## src/rtl/conv1d_mul_driver_if.sv

```systemverilog
// Channel bundle for the conv1d multiplier sequencer: filter/ifmap load inputs,
// the operand/product pair to the PE multiplier, and the psum output with its done pulse.
interface conv1d_mul_driver_if #(
  parameter int WIDTH     = 8,
  parameter int FILT_LEN  = 3,
  parameter int IFMAP_LEN = 5
);
  localparam int ACC_W = 2*WIDTH + $clog2(FILT_LEN);
  localparam int IDX_W = $clog2(IFMAP_LEN);

  logic               w_valid;
  logic               w_ready;
  logic [WIDTH-1:0]   w_data;
  logic               i_valid;
  logic               i_ready;
  logic [WIDTH-1:0]   i_data;
  logic               mul_valid;
  logic               mul_ready;
  logic [WIDTH-1:0]   mul_a;
  logic [WIDTH-1:0]   mul_b;
  logic               prod_valid;
  logic               prod_ready;
  logic [2*WIDTH-1:0] prod_data;
  logic               out_valid;
  logic               out_ready;
  logic [ACC_W-1:0]   out_data;
  logic [IDX_W-1:0]   out_idx;
  logic               done;

  modport master (
    input  w_valid, w_data, i_valid, i_data, mul_ready, prod_valid, prod_data, out_ready,
    output w_ready, i_ready, mul_valid, mul_a, mul_b, prod_ready, out_valid, out_data, out_idx, done
  );

  modport slave (
    output w_valid, w_data, i_valid, i_data, mul_ready, prod_valid, prod_data, out_ready,
    input  w_ready, i_ready, mul_valid, mul_a, mul_b, prod_ready, out_valid, out_data, out_idx, done
  );
endinterface

```

## src/rtl/conv1d_mul_driver.sv

```systemverilog
// Buffers one filter and one ifmap row, then walks every 1-D conv output position,
// feeding one operand pair at a time to the multiplier and accumulating the returned products.
module conv1d_mul_driver #(
  parameter int WIDTH     = 8,
  parameter int FILT_LEN  = 3,
  parameter int IFMAP_LEN = 5
) (
  input  logic clk,
  input  logic rst_n,
  conv1d_mul_driver_if.master bus
);
  localparam int ACC_W = 2*WIDTH + $clog2(FILT_LEN);
  localparam int KW    = $clog2(FILT_LEN);
  localparam int IW    = $clog2(IFMAP_LEN);

  localparam logic [KW-1:0] K_LAST = KW'(FILT_LEN-1);
  localparam logic [IW-1:0] W_LAST = IW'(FILT_LEN-1);
  localparam logic [IW-1:0] I_LAST = IW'(IFMAP_LEN-1);
  localparam logic [IW-1:0] O_LAST = IW'(IFMAP_LEN-FILT_LEN);

  typedef enum logic [2:0] {LOAD_W, LOAD_I, ISSUE, WAIT_P, EMIT} state_e;

  logic [WIDTH-1:0] wbuf_q [FILT_LEN];
  logic [WIDTH-1:0] ibuf_q [IFMAP_LEN];

  state_e           state_q, state_d;
  logic [IW-1:0]    cnt_q, cnt_d;
  logic [IW-1:0]    o_q, o_d;
  logic [KW-1:0]    k_q, k_d;
  logic [ACC_W-1:0] acc_q, acc_d, acc_sum;

  logic             w_ready_q, w_ready_d;
  logic             i_ready_q, i_ready_d;
  logic             mul_valid_q, mul_valid_d;
  logic [WIDTH-1:0] mul_a_q, mul_a_d;
  logic [WIDTH-1:0] mul_b_q, mul_b_d;
  logic             prod_ready_q, prod_ready_d;
  logic             out_valid_q, out_valid_d;
  logic [ACC_W-1:0] out_data_q, out_data_d;
  logic [IW-1:0]    out_idx_q, out_idx_d;
  logic             done_q, done_d;

  logic             w_we, i_we, load_ops;
  logic [KW-1:0]    nk;
  logic [IW-1:0]    pos;

  always_comb begin
    state_d      = state_q;
    cnt_d        = cnt_q;
    o_d          = o_q;
    k_d          = k_q;
    acc_d        = acc_q;
    w_ready_d    = w_ready_q;
    i_ready_d    = i_ready_q;
    mul_valid_d  = mul_valid_q;
    prod_ready_d = prod_ready_q;
    out_valid_d  = out_valid_q;
    out_data_d   = out_data_q;
    out_idx_d    = out_idx_q;
    done_d       = 1'b0;
    w_we         = 1'b0;
    i_we         = 1'b0;
    load_ops     = 1'b0;
    nk           = '0;
    pos          = '0;
    acc_sum      = acc_q + ACC_W'(bus.prod_data);

    unique case (state_q)
      LOAD_W: if (bus.w_valid && w_ready_q) begin
        w_we = 1'b1;
        if (cnt_q == W_LAST) begin
          cnt_d     = '0;
          w_ready_d = 1'b0;
          i_ready_d = 1'b1;
          state_d   = LOAD_I;
        end else begin
          cnt_d = cnt_q + IW'(1);
        end
      end
      // ibuf[0] is already written when the last ifmap value lands, so the first pair can be staged now
      LOAD_I: if (bus.i_valid && i_ready_q) begin
        i_we = 1'b1;
        if (cnt_q == I_LAST) begin
          cnt_d       = '0;
          i_ready_d   = 1'b0;
          k_d         = '0;
          o_d         = '0;
          acc_d       = '0;
          mul_valid_d = 1'b1;
          load_ops    = 1'b1;
          state_d     = ISSUE;
        end else begin
          cnt_d = cnt_q + IW'(1);
        end
      end
      ISSUE: if (bus.mul_ready && mul_valid_q) begin
        mul_valid_d  = 1'b0;
        prod_ready_d = 1'b1;
        state_d      = WAIT_P;
      end
      WAIT_P: if (bus.prod_valid && prod_ready_q) begin
        acc_d        = acc_sum;
        prod_ready_d = 1'b0;
        if (k_q == K_LAST) begin
          out_valid_d = 1'b1;
          out_data_d  = acc_sum;
          out_idx_d   = o_q;
          state_d     = EMIT;
        end else begin
          k_d         = k_q + KW'(1);
          nk          = k_q + KW'(1);
          pos         = o_q + IW'(k_q) + IW'(1);
          load_ops    = 1'b1;
          mul_valid_d = 1'b1;
          state_d     = ISSUE;
        end
      end
      EMIT: if (bus.out_ready && out_valid_q) begin
        out_valid_d = 1'b0;
        acc_d       = '0;
        k_d         = '0;
        if (o_q == O_LAST) begin
          done_d    = 1'b1;
          w_ready_d = 1'b1;
          o_d       = '0;
          state_d   = LOAD_W;
        end else begin
          o_d         = o_q + IW'(1);
          pos         = o_q + IW'(1);
          load_ops    = 1'b1;
          mul_valid_d = 1'b1;
          state_d     = ISSUE;
        end
      end
      default: state_d = LOAD_W;
    endcase

    mul_a_d = load_ops ? wbuf_q[nk]  : mul_a_q;
    mul_b_d = load_ops ? ibuf_q[pos] : mul_b_q;
  end

  always_ff @(posedge clk or negedge rst_n) begin
    if (!rst_n) begin
      state_q      <= LOAD_W;
      cnt_q        <= '0;
      o_q          <= '0;
      k_q          <= '0;
      acc_q        <= '0;
      w_ready_q    <= 1'b1;
      i_ready_q    <= 1'b0;
      mul_valid_q  <= 1'b0;
      mul_a_q      <= '0;
      mul_b_q      <= '0;
      prod_ready_q <= 1'b0;
      out_valid_q  <= 1'b0;
      out_data_q   <= '0;
      out_idx_q    <= '0;
      done_q       <= 1'b0;
    end else begin
      state_q      <= state_d;
      cnt_q        <= cnt_d;
      o_q          <= o_d;
      k_q          <= k_d;
      acc_q        <= acc_d;
      w_ready_q    <= w_ready_d;
      i_ready_q    <= i_ready_d;
      mul_valid_q  <= mul_valid_d;
      mul_a_q      <= mul_a_d;
      mul_b_q      <= mul_b_d;
      prod_ready_q <= prod_ready_d;
      out_valid_q  <= out_valid_d;
      out_data_q   <= out_data_d;
      out_idx_q    <= out_idx_d;
      done_q       <= done_d;
    end
  end

  // Row buffers keep their contents across reset; they are always fully rewritten before use.
  always_ff @(posedge clk) begin
    if (w_we) wbuf_q[cnt_q[KW-1:0]] <= bus.w_data;
    if (i_we) ibuf_q[cnt_q]         <= bus.i_data;
  end

  assign bus.w_ready    = w_ready_q;
  assign bus.i_ready    = i_ready_q;
  assign bus.mul_valid  = mul_valid_q;
  assign bus.mul_a      = mul_a_q;
  assign bus.mul_b      = mul_b_q;
  assign bus.prod_ready = prod_ready_q;
  assign bus.out_valid  = out_valid_q;
  assign bus.out_data   = out_data_q;
  assign bus.out_idx    = out_idx_q;
  assign bus.done       = done_q;
endmodule

```

## src/flat_wrapper.sv

```systemverilog
// flat-port wrapper written by rule: the top's interface ports become plain ports
module conv1d_mul_driver_flat 
#(
  parameter int WIDTH     = 8,
  parameter int FILT_LEN  = 3,
  parameter int IFMAP_LEN = 5
)
  (clk, rst_n, bus_w_valid, bus_w_data, bus_i_valid, bus_i_data, bus_mul_ready, bus_prod_valid, bus_prod_data, bus_out_ready, bus_w_ready, bus_i_ready, bus_mul_valid, bus_mul_a, bus_mul_b, bus_prod_ready, bus_out_valid, bus_out_data, bus_out_idx, bus_done);
  conv1d_mul_driver_if #(.WIDTH(WIDTH), .FILT_LEN(FILT_LEN), .IFMAP_LEN(IFMAP_LEN)) bus_i ();
  input  logic clk;
  input  logic rst_n;
  input wire logic [$bits(bus_i.w_valid)-1:0] bus_w_valid;
  input wire logic [$bits(bus_i.w_data)-1:0] bus_w_data;
  input wire logic [$bits(bus_i.i_valid)-1:0] bus_i_valid;
  input wire logic [$bits(bus_i.i_data)-1:0] bus_i_data;
  input wire logic [$bits(bus_i.mul_ready)-1:0] bus_mul_ready;
  input wire logic [$bits(bus_i.prod_valid)-1:0] bus_prod_valid;
  input wire logic [$bits(bus_i.prod_data)-1:0] bus_prod_data;
  input wire logic [$bits(bus_i.out_ready)-1:0] bus_out_ready;
  output wire logic [$bits(bus_i.w_ready)-1:0] bus_w_ready;
  output wire logic [$bits(bus_i.i_ready)-1:0] bus_i_ready;
  output wire logic [$bits(bus_i.mul_valid)-1:0] bus_mul_valid;
  output wire logic [$bits(bus_i.mul_a)-1:0] bus_mul_a;
  output wire logic [$bits(bus_i.mul_b)-1:0] bus_mul_b;
  output wire logic [$bits(bus_i.prod_ready)-1:0] bus_prod_ready;
  output wire logic [$bits(bus_i.out_valid)-1:0] bus_out_valid;
  output wire logic [$bits(bus_i.out_data)-1:0] bus_out_data;
  output wire logic [$bits(bus_i.out_idx)-1:0] bus_out_idx;
  output wire logic [$bits(bus_i.done)-1:0] bus_done;
  assign bus_i.w_valid = bus_w_valid;
  assign bus_i.w_data = bus_w_data;
  assign bus_i.i_valid = bus_i_valid;
  assign bus_i.i_data = bus_i_data;
  assign bus_i.mul_ready = bus_mul_ready;
  assign bus_i.prod_valid = bus_prod_valid;
  assign bus_i.prod_data = bus_prod_data;
  assign bus_i.out_ready = bus_out_ready;
  assign bus_w_ready = bus_i.w_ready;
  assign bus_i_ready = bus_i.i_ready;
  assign bus_mul_valid = bus_i.mul_valid;
  assign bus_mul_a = bus_i.mul_a;
  assign bus_mul_b = bus_i.mul_b;
  assign bus_prod_ready = bus_i.prod_ready;
  assign bus_out_valid = bus_i.out_valid;
  assign bus_out_data = bus_i.out_data;
  assign bus_out_idx = bus_i.out_idx;
  assign bus_done = bus_i.done;
  conv1d_mul_driver #(.WIDTH(WIDTH), .FILT_LEN(FILT_LEN), .IFMAP_LEN(IFMAP_LEN)) u_core (.clk(clk), .rst_n(rst_n), .bus(bus_i));
endmodule
```

## config.mk

```make
export PLATFORM = sky130hd
export DESIGN_NAME = conv1d_mul_driver_flat
export DESIGN_NICKNAME = d
export VERILOG_FILES = /design/src/rtl/conv1d_mul_driver_if.sv /design/src/rtl/conv1d_mul_driver.sv /design/src/flat_wrapper.sv
export SDC_FILE = /design/constraint.sdc
export NUM_CORES = 1
export LEC_CHECK = 0
export CORE_UTILIZATION = 40
export DETAILED_ROUTE_END_ITERATION = 10
export SYNTH_ARGS = -nofsm -noshare
export SYNTH_HDL_FRONTEND = slang
export SYNTH_SLANG_ARGS = --single-unit
```

## constraint.sdc

```tcl
create_clock -name clk -period 2.21 [get_ports clk]
set_input_delay 0.221 -clock clk [delete_from_list [all_inputs] [get_ports clk]]
set_output_delay 0.221 -clock clk [all_outputs]
set_load 0.05 [all_outputs]
```

**Yosys cells after proc, flatten, opt, wreduce, memory -nomap -nowiden**

Memories as Yosys holds them, arrays and structs flattened. A register that Yosys moved wholly into a read port is not among the register bits.
Index checks and enable logic that the tools add are counted.

- $add $sub $neg: 6
- Equality and inequality tests: 19
- Muxes and demuxes: 81
- Reductions and logical operators: 26

Operators with widths:

| kind | number |
|---|---|
| 2-to-1 mux 18 bit | 4 |
| 2-to-1 mux 3 bit | 19 |
| one-hot mux 18 bit (3 select lines) | 1 |
| 2-to-1 mux 1 bit | 37 |
| adder 18 x 16 -> 18 bit | 1 |
| 2-to-1 mux 2 bit | 9 |
| inequality test 2 x 1 -> 1 bit, second input constant | 9 |
| one-hot mux 3 bit (2 select lines) | 3 |
| one-hot mux 3 bit (5 select lines) | 1 |
| AND reduction 5 bit | 3 |
| == test 3 x 2 -> 1 bit, second input constant | 4 |
| nonzero test 2 bit | 5 |
| adder 3 x 1 -> 3 bit, second input constant | 3 |
| AND reduction 3 bit | 3 |
| one-hot mux 1 bit (2 select lines) | 4 |
| AND reduction 4 bit | 2 |
| AND reduction 8 bit | 1 |
| AND reduction 7 bit | 1 |
| == test 3 bit, second input constant | 2 |
| one-hot mux 2 bit (3 select lines) | 1 |
| AND reduction 6 bit | 1 |
| logical AND 1 bit | 5 |
| inequality test 2 bit, second input constant | 2 |
| one-hot mux 1 bit (4 select lines) | 1 |
| other kinds (9) | 10 |

- Bits in registers: 56
- RAM bits: 64
- Output and inout bits: 43
- Memories: 2

Memories:

| name | words | bits a word | read ports | clocked after memory_dff | wr ports | RTL line | text |
|---|---|---|---|---|---|---|---|
| u_core.ibuf_q | 5 | 8 | 1 | 1 | 1 | conv1d_mul_driver.sv:24 | `logic [WIDTH-1:0] ibuf_q [IFMAP_LEN];` |
| u_core.wbuf_q | 3 | 8 | 1 | 1 | 1 | conv1d_mul_driver.sv:23 | `logic [WIDTH-1:0] wbuf_q [FILT_LEN];` |

**Depth between registers and ports, before layout**

- Word-level depth: 5
- Depth in mapped cells: 10

**Worst setup path before layout**

OpenSTA, ideal clock, no wires.

- Path type: reg2reg
- Start point: reg u_core.state_q[2]
- End point: mem u_core.ibuf_q[4][0] (enable)
- Data arrival time: 2.027 ns
- Slack: -0.215 ns
- Cell stages (with the launch flop): 5
- Buffers on the path: 1
- Period minus slack after synthesis: 2.425 ns
- Path through: dfrtp_1 -> buf_6 -> nor3b_2 -> nand3_2 -> nor4b_1

- Cells in the longest elaborated chain, start to end: 4

Ends and longest elaborated chain:

| what | RTL line | text |
|---|---|---|
| start: declaration | conv1d_mul_driver.sv:26 | `state_e state_q, state_d;` |
| start signal: assignment | conv1d_mul_driver.sv:160 | `state_q <= state_d;` |
| == test 3 x 1 -> 1 bit | conv1d_mul_driver.sv:68 | `unique case (state_q)` |
| 2-to-1 mux 1 bit | conv1d_mul_driver.sv:68 |  |
| 2-to-1 mux 1 bit | conv1d_mul_driver.sv:181 | `if (i_we) ibuf_q[cnt_q] <= bus.i_data;` |
| 2-to-1 mux 1 bit (implied by the code) | conv1d_mul_driver.sv:181 |  |
| end: declaration | conv1d_mul_driver.sv:24 |  |

No other way between the ends.

**Worst setup path in the final report**

- Start point: reg u_core.acc_q[0]
- End point: reg u_core.acc_q[16]

- Cells in the longest elaborated chain, start to end: 3

Ends and longest elaborated chain:

| what | RTL line | text |
|---|---|---|
| start: declaration | conv1d_mul_driver.sv:30 | `logic [ACC_W-1:0] acc_q, acc_d, acc_sum;` |
| start signal: assignment | conv1d_mul_driver.sv:148 | `acc_q <= '0;` |
| start signal: assignment | conv1d_mul_driver.sv:164 | `acc_q <= acc_d;` |
| adder 18 x 16 -> 18 bit | conv1d_mul_driver.sv:66 | `acc_sum = acc_q + ACC_W'(bus.prod_data);` |
| 2-to-1 mux 18 bit | conv1d_mul_driver.sv:101 | `WAIT_P: if (bus.prod_valid && prod_ready_q) begin` |
| one-hot mux 18 bit (3 select lines) | conv1d_mul_driver.sv:68 |  |

No other way between the ends. The select of a mux whose other input is x is not followed.
A chain may end at the register's enable or synchronous reset.

==> impl_metrics.ini <==
[clock_tree]
ctsHtreeMaxLevel = 4
insertion_delay_ns = 0.43
cts_tree = built
cts_made_buffers = 17
cts.reportedPaths.clkPinSlew_ns = 0.06
cts_num_sinks = 136
clock_tree.buffer_depth = 2
clockRootBuffer = sky130_fd_sc_hd__clkbuf_16

[route]
detail_route.iter0.violations = 237
count_of_vias_placed_by_the_detailed_router = 4623
route.antenna.remaining_nets = 0
routed_via_density = 5.24
remaining_drc_errors = 0
detail_route.wirelength_um = 14700
routedWlPerCell_um = 16.7
drt_pass1_iterations = 4

[placed_design]
count_of_port_buffers_added_during_placement = 81
place_area_sq_um = 7890
post_detailed_placement_half_perimeter_wirelength_um = 9910
gp_routability_congestion = 0.840

[timing]
post_route_skew_ns = 0.00993
final_setup_violation_count = 2
max_freq_ghz = 0.444
finalMaxSlewViolations = 0
period_needed_ns = 2.25
fin_ws_ns = -0.0401
timing.setup.tns_ns = -0.0655
layout_worst_path_cycle_share_pct = 102
max_slew.worst_pin.slew_ns = 0.581
final-hold-violation-count = 0
max_slew_margin_pct = 61.3
rsz0062_at_grt = yes

[power_and_ir_drop]
max-vdd-ir-drop_mv = 0.504
clock_power_share_pct = 48.0
cell_internal_pwr_uw = 4220
part_of_the_total_power_dissipated_in_sequential_elements_pct = 48.2
power.combinational.fraction_pct = 3.9
leakage_uw = 0.00354
powerDensity_nw_per_um2 = 633
total_switching_power_uw = 1290
power.switching_fraction_pct = 23.4

[layout]
area_used_by_multi_input_combinational_logic_sq_um = 2730
postLayoutCellArea_sq_um = 8700
seqCellArea_sq_um = 3730
final_net_count = 723
layout_cells_sized_above_1_pct = 24.4
area_growth_syn_to_layout_pct = 36.1
n_fill_cell = 1279
n_antenna_cell = 0

[yosys]
syn_nets = 575
yosysUniqueCellTypes = 62
top_count_cell_post_synth = sky130_fd_sc_hd__dfrtp_1
synth_largest_type_area_fraction_pct = 30.1
yosys_register_bits = 136
ys_flop_type = sky130_fd_sc_hd__dfrtp_1
count_of_flip_flops_with_a_built_in_enable_after_synthesis = 64
netlist.top_cell.by_area = sky130_fd_sc_hd__edfxtp_1
syn_area_per_cell_sq_um = 12.5
post_synth_instance_area_sq_um = 6390
synth_commonest_cells = sky130_fd_sc_hd__dfrtp_1, sky130_fd_sc_hd__edfxtp_1, sky130_fd_sc_hd__nand2_1, sky130_fd_sc_hd__o21ai_0, sky130_fd_sc_hd__a21oi_1
async_reset_ff_share_pct = 52.9
postSynthCellCount = 510
yosysWarningCount = 0
synth_sequential_area_ratio_pct = 58.3
synth_area_leaders = sky130_fd_sc_hd__edfxtp_1, sky130_fd_sc_hd__dfrtp_1, sky130_fd_sc_hd__ha_1, sky130_fd_sc_hd__nand2_1, sky130_fd_sc_hd__mux4_2

[flow_run]
maxCapViolCount = 0

[die]
initial_utilization_pct = 41.6
floorplan.die_area_sq_um = 16500
row_count = 45
ioPinCount = 82
die_x_um = 128
fp.dieH_um = 128
core_area_sq_um = 15400

[critical_path]
worst-endpoint-arrival_ns = 2.60
worst-r2r-setup-slack_ns = -0.04
start_kind = register
worstReg2RegEnd = u_core.acc_q[16]
setup.worst_path.end_class = register
worstPathMaxFanout = 3
worst_flop_to_flop_path_startpoint = u_core.acc_q[0]
worst_r2r_path_depth = 11
critPathKind = register to register
required_ns = 2.56

[outcome]
outcome = finished, violations left
violations = negative setup slack

[global_routing]
grt_pass1_wl_um = 24000
first_global_vias = 4751
largest_net_degree_at_the_start_of_global_routing = 73
grt_overflow = 0
global_router_s_overall_resource_usage_pct = 19.3
number_of_antenna_violations_at_the_first_check_in_global_routing = 0

[worst_hold_path]
min_path_type = input port to asynchronous set/reset pin
==> cell type report <==
| class | instances | area share (%) |
|---|---|---|
| multi-input combinational | 338 | 31.4 |
| tap | 211 | 3.04 |
| sequential | 136 | 42.8 |
| clock inverter | 14 | 1.29 |
| inverter | 16 | 0.691 |
| clock buffer | 18 | 4.93 |
| timing repair buffer | 149 | 15.8 |
==> state kept, by name, summed over array words and instances, names as in the netlist <==
register / cells
u_core.bus.out_data: 18
u_core.bus.i_ready: 1
u_core.bus.mul_a: 8
u_core.bus.prod_ready: 1
u_core.bus.done: 1
u_core.state_q: 3
u_core.cnt_q: 3
u_core.bus.mul_valid: 1
u_core.bus.out_idx: 3
u_core.wbuf_q: 24
u_core.acc_q: 18
u_core.ibuf_q: 40
u_core.bus.w_ready: 1
u_core.bus.mul_b: 8
u_core.bus.out_valid: 1
u_core.k_q: 2
u_core.o_q: 3
==> metrics by stage <==
stage | hold WS [ns] | power [uW] | cells | utilization (%) | setup WS, ns
after floorplan | -0.0746 | 2750 | 510 | - | -0.0942
after global placement | 0.273 | 2890 | 844 | 51.3 | -0.570
after detailed placement | 0.273 | 2900 | 844 | 51.3 | -0.633
after CTS | 0.376 | 5550 | 879 | 55.4 | -0.0708
after global routing | 0.403 | 5700 | 882 | 56.6 | -0.160
final | 0.360 | 5510 | 882 | 56.6 | -0.0401
==> critical path, stage by stage, from the launching register on <==
cell,delay [ns]
sky130_fd_sc_hd__dfrtp_1,0.36
sky130_fd_sc_hd__ha_2,0.20
sky130_fd_sc_hd__inv_2,0.04
sky130_fd_sc_hd__fa_2,0.36
sky130_fd_sc_hd__nand2b_4,0.16
sky130_fd_sc_hd__a21oi_4,0.16
sky130_fd_sc_hd__o211ai_1,0.10
sky130_fd_sc_hd__o211ai_1,0.17
sky130_fd_sc_hd__buf_4,0.19
sky130_fd_sc_hd__a221oi_4,0.07
sky130_fd_sc_hd__or3_1,0.31
sky130_fd_sc_hd__o21ai_1,0.07
==> how the worst max path moves through the flow <==
| stage | start | to | slack [ns] | depth (start not counted) |
|---|---|---|---|---|
| floorplan | u_core.state_q[2] | u_core.ibuf_q[0][0] | -0.09 | 4 |
| global placement | bus_prod_data[0] | u_core.bus.out_data[14] | -0.57 | 11 |
| detailed placement | bus_prod_data[0] | u_core.bus.out_data[14] | -0.63 | 11 |
| CTS | u_core.acc_q[0] | u_core.bus.out_data[14] | -0.07 | 10 |
| global route | u_core.acc_q[0] | u_core.bus.out_data[14] | -0.16 | 10 |
| finish | u_core.acc_q[0] | u_core.acc_q[16] | -0.04 | 11 |
==> kinds of logic after synthesis <==
| logic type | count (synthesis) | share of synthesized area [%] |
|---|---|---|
| AOI/OAI and AO/OA | 136 | 14.3 |
| xor gates and xnor gates | 19 | 2.60 |
| adders and majority gates | 26 | 5.32 |
| buffers and inverters | 36 | 2.49 |
| DFF | 136 | 58.3 |
| muxes | 20 | 4.93 |
| and+or+nand+nor | 137 | 12.1 |
==> cell usage in the layout (no fill, tap or decap), types with 5 or more instances in the layout <==
master / n
sky130_fd_sc_hd__clkdlybuf4s50_1: 80
sky130_fd_sc_hd__dfrtp_1: 70
sky130_fd_sc_hd__buf_4: 64
sky130_fd_sc_hd__edfxtp_1: 64
sky130_fd_sc_hd__nand2_1: 63
sky130_fd_sc_hd__o21ai_0: 30
sky130_fd_sc_hd__a21oi_1: 26
sky130_fd_sc_hd__clkbuf_16: 17
sky130_fd_sc_hd__inv_1: 14
sky130_fd_sc_hd__nand2b_1: 13
sky130_fd_sc_hd__ha_1: 13
sky130_fd_sc_hd__nand3_1: 12
sky130_fd_sc_hd__mux2_2: 12
sky130_fd_sc_hd__o31ai_1: 11
sky130_fd_sc_hd__nor2_1: 10
sky130_fd_sc_hd__xnor2_1: 10
sky130_fd_sc_hd__a22o_1: 10
sky130_fd_sc_hd__ha_4: 9
sky130_fd_sc_hd__a221oi_1: 8
sky130_fd_sc_hd__a21o_1: 8
sky130_fd_sc_hd__xor2_1: 8
sky130_fd_sc_hd__a22oi_1: 8
sky130_fd_sc_hd__mux4_2: 8
sky130_fd_sc_hd__nor4_1: 5
sky130_fd_sc_hd__and2_1: 5
sky130_fd_sc_hd__o211ai_1: 5
sky130_fd_sc_hd__a21oi_2: 5
sky130_fd_sc_hd__inv_6: 5
==> power groups by stage <==
stage	sequential, uW	combinational, uW	clock, uW
6_report	2650	212	2640
3_5_place_dp	2700	194	0
3_3_place_gp	2700	190	0
4_1_cts	2650	200	2700
2_1_floorplan	2700	45.2	0
5_1_grt	2650	234	2820
==> routing by layer <==
metal  track usage (%)  routed length, um  up-vias
met4              6.92                200        0
met1              24.3               6660     2299
li1                  -                  -     2205
met2              32.7               7230      104
met3              4.28                638       15
met5                 0                  0        -
==> timing repair <==
item | CTS | global route
buffers inserted | 2 | 3
endpoints found under the hold margin | 71 | 0
endpoints found under the setup margin | 15 | 35
hold buffers | 1 | 0
gates resized for setup | 11 | 26
pin swaps | 10 | 19
(Power assumes the default switching activity.)
